## config.mk

```make
export PLATFORM = sky130hd
export DESIGN_NAME = alu_issue_ctrl_flat
export DESIGN_NICKNAME = d
export VERILOG_FILES = /design/src/rtl/alu_issue_ctrl_if.sv /design/src/rtl/alu_issue_ctrl.sv /design/src/flat_wrapper.sv
export SDC_FILE = /design/constraint.sdc
export NUM_CORES = 1
export LEC_CHECK = 0
export BUFFER_PORTS_ARGS = -buffer_cell sky130_fd_sc_hd__buf_2
export CAP_MARGIN = 10
export CORE_UTILIZATION = 40
export DETAILED_ROUTE_END_ITERATION = 8
export HOLD_SLACK_MARGIN = 0.02
export PLACE_DENSITY_LB_ADDON = 0.05
export SETUP_SLACK_MARGIN = 0.3
export SLEW_MARGIN = 20
export SYNTH_ARGS = -nofsm -noshare
export SYNTH_HDL_FRONTEND = slang
export SYNTH_SLANG_ARGS = --single-unit
```

## constraint.sdc

```tcl
create_clock -name clk -period 2.6 [get_ports clk]
set_clock_uncertainty 0.1 [all_clocks]
set_input_delay 0.52 -clock clk [delete_from_list [all_inputs] [get_ports clk]]
set_output_delay 0.52 -clock clk [all_outputs]
set_load 0.1 [all_outputs]
```

## src/rtl/alu_issue_ctrl_if.sv

```systemverilog
// Bundles the command, ALU, result and direct-load signals of alu_issue_ctrl.
// slave = issue controller side, master = environment (ALU, producer, consumer).
interface alu_issue_ctrl_if #(
    parameter int DATA_W = 8,
    parameter int ADDR_W = 2
);
    logic              ld_en;
    logic [ADDR_W-1:0] ld_addr;
    logic [DATA_W-1:0] ld_data;

    // Handshakes: a transfer happens on a rising edge where valid and ready are both 1;
    // the producer holds its payload stable while valid is high and ready is low.
    logic              cmd_valid;
    logic              cmd_ready;
    logic [3:0]        cmd_op;
    logic [ADDR_W-1:0] cmd_rs1;
    logic [ADDR_W-1:0] cmd_rs2;
    logic [ADDR_W-1:0] cmd_rd;

    logic [DATA_W-1:0] alu_a;
    logic [DATA_W-1:0] alu_b;
    logic [3:0]        alu_op;
    logic [DATA_W-1:0] alu_out;

    logic              res_valid;
    logic              res_ready;
    logic [DATA_W-1:0] res_data;
    logic [ADDR_W-1:0] res_rd;
    logic              res_err;

    logic [1:0]        dbg_state;

    modport slave (
        input  ld_en, ld_addr, ld_data,
        input  cmd_valid, cmd_op, cmd_rs1, cmd_rs2, cmd_rd,
        output cmd_ready,
        output alu_a, alu_b, alu_op,
        input  alu_out,
        output res_valid, res_data, res_rd, res_err,
        input  res_ready,
        output dbg_state
    );

    modport master (
        output ld_en, ld_addr, ld_data,
        output cmd_valid, cmd_op, cmd_rs1, cmd_rs2, cmd_rd,
        input  cmd_ready,
        input  alu_a, alu_b, alu_op,
        output alu_out,
        input  res_valid, res_data, res_rd, res_err,
        output res_ready,
        input  dbg_state
    );
endinterface

```

## src/rtl/alu_issue_ctrl.sv

```systemverilog
// Operand/issue stage in front of the combinational ALU: register file, command accept,
// result writeback and result handshake. Optional opcode check: define ALU_ISSUE_OPCHK_EN.
module alu_issue_ctrl #(
    parameter int DATA_W = 8,
    parameter int ADDR_W = 2
) (
    input logic              clk,
    input logic              rst_n,
    alu_issue_ctrl_if.slave  bus
);
    localparam int DEPTH = 1 << ADDR_W;

    localparam logic [1:0] IDLE = 2'd0;
    localparam logic [1:0] EXEC = 2'd1;
    localparam logic [1:0] RESP = 2'd2;

    logic [1:0]        state;
    logic [DATA_W-1:0] rf [DEPTH];
    logic [ADDR_W-1:0] rd_q;
    logic [DATA_W-1:0] alu_a_q;
    logic [DATA_W-1:0] alu_b_q;
    logic [3:0]        alu_op_q;
    logic              res_valid_q;
    logic [DATA_W-1:0] res_data_q;
    logic [ADDR_W-1:0] res_rd_q;
    logic              res_err_q;
    logic              op_bad;
    logic              wb_en;

`ifdef ALU_ISSUE_OPCHK_EN
    assign op_bad = (alu_op_q > 4'b1000);
`else
    assign op_bad = 1'b0;
`endif

    assign wb_en = (state == EXEC) && !op_bad;

    // Writeback has priority over a direct load to the same entry.
    always_ff @(posedge clk or negedge rst_n) begin
        if (!rst_n) begin
            for (int i = 0; i < DEPTH; i++) begin
                rf[i] <= '0;
            end
        end else begin
            for (int i = 0; i < DEPTH; i++) begin
                if (wb_en && (rd_q == ADDR_W'(i))) begin
                    rf[i] <= bus.alu_out;
                end else if (bus.ld_en && (bus.ld_addr == ADDR_W'(i))) begin
                    rf[i] <= bus.ld_data;
                end
            end
        end
    end

    always_ff @(posedge clk or negedge rst_n) begin
        if (!rst_n) begin
            state       <= IDLE;
            rd_q        <= '0;
            alu_a_q     <= '0;
            alu_b_q     <= '0;
            alu_op_q    <= '0;
            res_valid_q <= 1'b0;
            res_data_q  <= '0;
            res_rd_q    <= '0;
            res_err_q   <= 1'b0;
        end else begin
            case (state)
                IDLE: begin
                    if (bus.cmd_valid) begin
                        alu_a_q  <= rf[bus.cmd_rs1];
                        alu_b_q  <= rf[bus.cmd_rs2];
                        alu_op_q <= bus.cmd_op;
                        rd_q     <= bus.cmd_rd;
                        state    <= EXEC;
                    end
                end
                EXEC: begin
                    res_data_q  <= op_bad ? '0 : bus.alu_out;
                    res_err_q   <= op_bad;
                    res_rd_q    <= rd_q;
                    res_valid_q <= 1'b1;
                    state       <= RESP;
                end
                RESP: begin
                    if (bus.res_ready) begin
                        res_valid_q <= 1'b0;
                        res_err_q   <= 1'b0;
                        state       <= IDLE;
                    end
                end
                default: state <= IDLE;
            endcase
        end
    end

    assign bus.cmd_ready = (state == IDLE);
    assign bus.alu_a     = alu_a_q;
    assign bus.alu_b     = alu_b_q;
    assign bus.alu_op    = alu_op_q;
    assign bus.res_valid = res_valid_q;
    assign bus.res_data  = res_data_q;
    assign bus.res_rd    = res_rd_q;
    assign bus.res_err   = res_err_q;
    assign bus.dbg_state = state;
endmodule

```

## src/flat_wrapper.sv

```systemverilog
// flat-port wrapper written by rule: the top's interface ports become plain ports
module alu_issue_ctrl_flat 
#(
    parameter int DATA_W = 8,
    parameter int ADDR_W = 2
)
  (clk, rst_n, bus_ld_en, bus_ld_addr, bus_ld_data, bus_cmd_valid, bus_cmd_op, bus_cmd_rs1, bus_cmd_rs2, bus_cmd_rd, bus_cmd_ready, bus_alu_a, bus_alu_b, bus_alu_op, bus_alu_out, bus_res_valid, bus_res_data, bus_res_rd, bus_res_err, bus_res_ready, bus_dbg_state);
  alu_issue_ctrl_if #(.DATA_W(DATA_W), .ADDR_W(ADDR_W)) bus_i ();
  input logic clk;
  input logic rst_n;
  input wire logic [$bits(bus_i.ld_en)-1:0] bus_ld_en;
  input wire logic [$bits(bus_i.ld_addr)-1:0] bus_ld_addr;
  input wire logic [$bits(bus_i.ld_data)-1:0] bus_ld_data;
  input wire logic [$bits(bus_i.cmd_valid)-1:0] bus_cmd_valid;
  input wire logic [$bits(bus_i.cmd_op)-1:0] bus_cmd_op;
  input wire logic [$bits(bus_i.cmd_rs1)-1:0] bus_cmd_rs1;
  input wire logic [$bits(bus_i.cmd_rs2)-1:0] bus_cmd_rs2;
  input wire logic [$bits(bus_i.cmd_rd)-1:0] bus_cmd_rd;
  output wire logic [$bits(bus_i.cmd_ready)-1:0] bus_cmd_ready;
  output wire logic [$bits(bus_i.alu_a)-1:0] bus_alu_a;
  output wire logic [$bits(bus_i.alu_b)-1:0] bus_alu_b;
  output wire logic [$bits(bus_i.alu_op)-1:0] bus_alu_op;
  input wire logic [$bits(bus_i.alu_out)-1:0] bus_alu_out;
  output wire logic [$bits(bus_i.res_valid)-1:0] bus_res_valid;
  output wire logic [$bits(bus_i.res_data)-1:0] bus_res_data;
  output wire logic [$bits(bus_i.res_rd)-1:0] bus_res_rd;
  output wire logic [$bits(bus_i.res_err)-1:0] bus_res_err;
  input wire logic [$bits(bus_i.res_ready)-1:0] bus_res_ready;
  output wire logic [$bits(bus_i.dbg_state)-1:0] bus_dbg_state;
  assign bus_i.ld_en = bus_ld_en;
  assign bus_i.ld_addr = bus_ld_addr;
  assign bus_i.ld_data = bus_ld_data;
  assign bus_i.cmd_valid = bus_cmd_valid;
  assign bus_i.cmd_op = bus_cmd_op;
  assign bus_i.cmd_rs1 = bus_cmd_rs1;
  assign bus_i.cmd_rs2 = bus_cmd_rs2;
  assign bus_i.cmd_rd = bus_cmd_rd;
  assign bus_cmd_ready = bus_i.cmd_ready;
  assign bus_alu_a = bus_i.alu_a;
  assign bus_alu_b = bus_i.alu_b;
  assign bus_alu_op = bus_i.alu_op;
  assign bus_i.alu_out = bus_alu_out;
  assign bus_res_valid = bus_i.res_valid;
  assign bus_res_data = bus_i.res_data;
  assign bus_res_rd = bus_i.res_rd;
  assign bus_res_err = bus_i.res_err;
  assign bus_i.res_ready = bus_res_ready;
  assign bus_dbg_state = bus_i.dbg_state;
  alu_issue_ctrl #(.DATA_W(DATA_W), .ADDR_W(ADDR_W)) u_core (.clk(clk), .rst_n(rst_n), .bus(bus_i));
endmodule
```

* Word level (Yosys, flattened, before mapping)
Index checks and enable logic that the tools add are counted.
** Word-level totals
- Bits in registers :: 68
- Bits of input ports :: 33
- Output and inout bits :: 35
** Operators by class
- Bitwise logic cells :: 2
- Reduce and logical (&&, ||, !) cells :: 19
- Muxes and demuxes :: 20
- Order comparisons :: 2
- Equal/unequal tests :: 10
** Operators by type and width (number)
- 8-bit two-way mux :: 12
- 8-bit binary-select mux with 2-bit select :: 2
- 2-bit equality test (second input constant) :: 5
- 2-bit nonzero test :: 5
- 1-bit logical AND :: 8
- 2-bit by 1-bit equality test with 1-bit output (second input constant) :: 3
- 3-bit >= comparator (second input constant) :: 2
- 2-bit zero test :: 3
- 2-bit NOT with 3-bit output :: 2
- 2-bit one-hot mux with 3 select lines :: 1
- 2-bit AND reduction :: 3
- 2-bit two-way mux :: 2
- 2-bit != test (second input constant) :: 2
- 1-bit one-hot mux with 2 select lines :: 2
- 1-bit two-way mux :: 1

* Logic depth before layout (Yosys ltp)
- Word-level depth :: 4
- Gate-level depth with buffers :: 5
- Depth with buffers taken out :: 3

* Worst setup path after synthesis
No wires, ideal clock.
- Kind :: flip-flop to flip-flop
- Start :: register u_core.state[1], in the netlist u_core.bus.dbg_state[1]
- End :: register u_core.alu_a_q[0], in the netlist u_core.bus.alu_a[0]
- Data required time :: 2374 ps
- Buffers on the path :: 2
- Stages on the path, launching flop included :: 6
- Arrival time :: 2558 ps
- Slack :: -184 ps
- Setup time :: 126 ps
- Cell sequence :: dfrtp_1 -> buf_2 -> nor2_2 -> nand2_2 -> buf_2 -> mux2_2
** Between the ends
- Word-level cells in the longest chain between the ends :: 2
** RTL lines
- start: declaration :: line alu_issue_ctrl.sv:17 : logic [1:0] state;
- start signal: assignment :: line alu_issue_ctrl.sv:57 : state <= IDLE;
- start signal: assignment :: line alu_issue_ctrl.sv:74 : state <= EXEC;
- start signal: assignment :: line alu_issue_ctrl.sv:82 : state <= RESP;
- 2-bit zero test
- net bus_cmd_ready :: line flat_wrapper.sv:19 : output wire logic [$bits(bus_i.cmd_ready)-1:0] bus_cmd_ready;
- 2-bit AND reduction (no source line)
- end signal: assignment :: line alu_issue_ctrl.sv:70 : alu_a_q <= rf[bus.cmd_rs1];
- end: declaration :: line alu_issue_ctrl.sv:20 : logic [DATA_W-1:0] alu_a_q;
The timed path passes the listed nets, and every way through them passes these cells.
A chain may end at the register's enable or synchronous reset.

* Worst setup path after layout
- Start :: register u_core.state[1], in the netlist u_core.bus.dbg_state[1]
- End :: output bus_cmd_ready
** Between the ends
- Word-level cells in the longest chain between the ends :: 1
** RTL lines
- 2-bit zero test :: line alu_issue_ctrl.sv:96 : assign bus.cmd_ready = (state == IDLE);
- end: declaration :: line flat_wrapper.sv:19
No other way between the ends.

==> impl_metrics.yaml <==
finish:
  fill_cells: 730
  multi_input_area_um2: 1460
  stdcell_count: 418
  final_util_pct: 49.7
  num-nets-final: 344
  drive_above_1_share_pct: 44.0
  final_area_um2: 3860
  regArea_um2: 1680
  syn_to_final_growth_pct: 19.7
  num_antenna_cells: 0
synthesis:
  synth_seq_cells: 67
  synth.distinct_cells: 26
  yosysTopAreaCell: "dfrtp_1"
  syn_area_um2: 3230
  synth_ff_type: "dfrtp_1"
  synth_top_area_share_pct: 51.9
  synth_commonest_cells: "dfrtp_1 (67), mux2_2 (32), mux2i_1 (32)"
  synthCells: 246
  ys_top_cells_by_area: "dfrtp_1 (52%), mux2_2 (11%), mux4_2 (11%)"
  ys_async_sr_fraction_pct: 100
  yosys_warnings: 0
  seq_area_frac_synth_pct: 51.9
  yosysMostFrequentCell: "dfrtp_1"
  synth_area_per_cell_um2: 13.1
  synth_edf_count: 0
  synthesis.nets: 279
die:
  die_w_um: 91.8
  rows: 32
  start_util_pct: 41.6
  dieArea_um2: 8430
  core_region_area_um2: 7770
  die_h_um: 91.8
  io_pins: 68
worst_setup_path:
  cp-startpoint: "u_core.bus.dbg_state[1]$_DFFE_PN0P_"
  r2r_end: "u_core.bus.alu_b[2]$_DFFE_PN0P_"
  reg2reg_from: "u_core.bus.dbg_state[1]$_DFFE_PN0P_"
  reg2reg_depth: 3
  cp_max_fo: 10
  crit_type: "reg -> out"
  worstSetupEndpoint: "bus_cmd_ready"
  critical_path_arrival_ns: 1.40
  cp-start-kind: "flop"
  r2r_slack_ns: 1.01
  endpoint_kind: "output port"
  critPathRequiredTime_ns: 1.98
run:
  cap_viol_max_count: 0
run_status:
  status: "finished clean"
sta:
  timing.final.crit_period_ns: 2.02
  slew_viol_final: 0
  setup_viol: 0
  max_slew.worst_pin.slew_ns: 0.631
  maxSlewHeadroom_pct: 57.8
  hold_violations: 0
  rsz0062_at_grt: "no"
  tns_ns: 0
  finalCritPeriodShare_pct: 77.9
  clock.fmax_mhz: 494
detailed_routing:
  dr.pass1.iters: 4
  avgViaCountPerCell: 5.13
  drc: 0
  drt_iter0_markers: 42
  ant_nets: 0
  dr_total_vias: 2143
  routed_wl_um: 6970
  drt-wirelength-per-cell_um: 16.7
cts:
  clock_latency_ns: 0.33
  cts_setup_buffers: 0
  cts_buffer_depth: 2
  holdBufCountCts: 0
  cts.clk_slew.worst_paths_ns: 0.07
  cts_root_buffer: "clkbuf_8"
  clock-sinks: 67
  htreeDepth: 3
  cts_tree: "done"
  cts.repair.resized: 0
  cts_buffers: 9
grt:
  grt_max_degree: 36
  grt_overflow: 0
  antenna_found_initial: 0
  grt_pass1_wl_um: 11000
  first_global_vias: 2054
  grt_use_total_pct: 17.8
placement:
  routabilityCongestion: 0.760
  portBuffers: 66
  placed_cell_area_um2: 3650
  place_inst: 402
  post-dp-hpwl_um: 4910
min_path:
  hold_class: "in -> async"
[cells in the final DEF (no fill, tap or decap), drive strengths merged, types with 2 or more instances in the layout]
cell type  Yosys  layout
nand2b         2       2
dfrtp         67      67
buf           13      70
nand3b         2       2
clkbuf         3      15
nand2         26      26
mux2          32      32
o21ai         25      25
a21oi         10      10
and4bb         2       2
mux4          16      16
mux2i         32      32
nor2           9       9
inv            2       2
[layout make-up]
type,instances,area share [%]
clock buffer,15,4.83
sequential,67,43.5
inverter,2,0.194
tap,102,3.30
clock inverter,1,0.777
timing repair buffer,70,9.65
multi-input combinational,161,37.8
[worst min-delay path by stage]
stage / startpoint / endpoint / slack (ns) / cells past startpoint
after global placement: u_core.bus.alu_op[0]$_DFFE_PN0P_ / u_core.bus.alu_op[0]$_DFFE_PN0P_ / 0.38 / 1
after CTS: rst_n / u_core.bus.alu_a[1]$_DFFE_PN0P_ / 0.06 / 1
after detailed placement: u_core.bus.res_data[2]$_DFFE_PN0N_ / u_core.bus.res_data[2]$_DFFE_PN0N_ / 0.39 / 1
after global routing: rst_n / u_core.bus.alu_a[1]$_DFFE_PN0P_ / 0.09 / 1
final: rst_n / u_core.bus.alu_a[1]$_DFFE_PN0P_ / 0.05 / 1
after floorplan: rst_n / u_core.bus.alu_a[0]$_DFFE_PN0P_ / 0.12 / 0
[layer usage]
metal	global-route usage (%)	wire length, um	part of all wire [%]
met1	24.5	3360	48
met2	28.4	3270	47
met3	2.65	255	3.7
met4	7.42	82	1.2
met5	0	0	0
[through the flow]
stage	hold WS [ns]	setup slack (ns)
after CTS	0.0562	0.538
final	0.0532	0.576
after floorplan	0.124	0.357
after global placement	0.383	0.733
after detailed placement	0.388	0.727
after global routing	0.0872	0.511
[worst max-delay path, stage by stage (launching register included)]
cell     delay (ns)
dfrtp_2        0.49
nor2_4         0.15
buf_2          0.43
[kinds of logic after synthesis]
logic type | synth area share, %
muxes | 32.2
DFF | 51.9
and+or+nand+nor | 7.29
AOI/OAI and AO/OA | 5.43
buffers and inverters | 2.98
other | 0.116
[registers in the layout, summed over array words and instances (netlist names)]
| register | count |
|---|---|
| u_core.rf | 32 |
| u_core.bus.res_valid | 1 |
| u_core.bus.alu_op | 4 |
| u_core.bus.res_data | 8 |
| u_core.bus.res_rd | 2 |
| u_core.bus.dbg_state | 2 |
| u_core.bus.alu_a | 8 |
| u_core.bus.alu_b | 8 |
| u_core.rd_q | 2 |
Power is not shown: default switching activity piles up to over one toggle a cycle in this logic, so the estimate is an artifact.
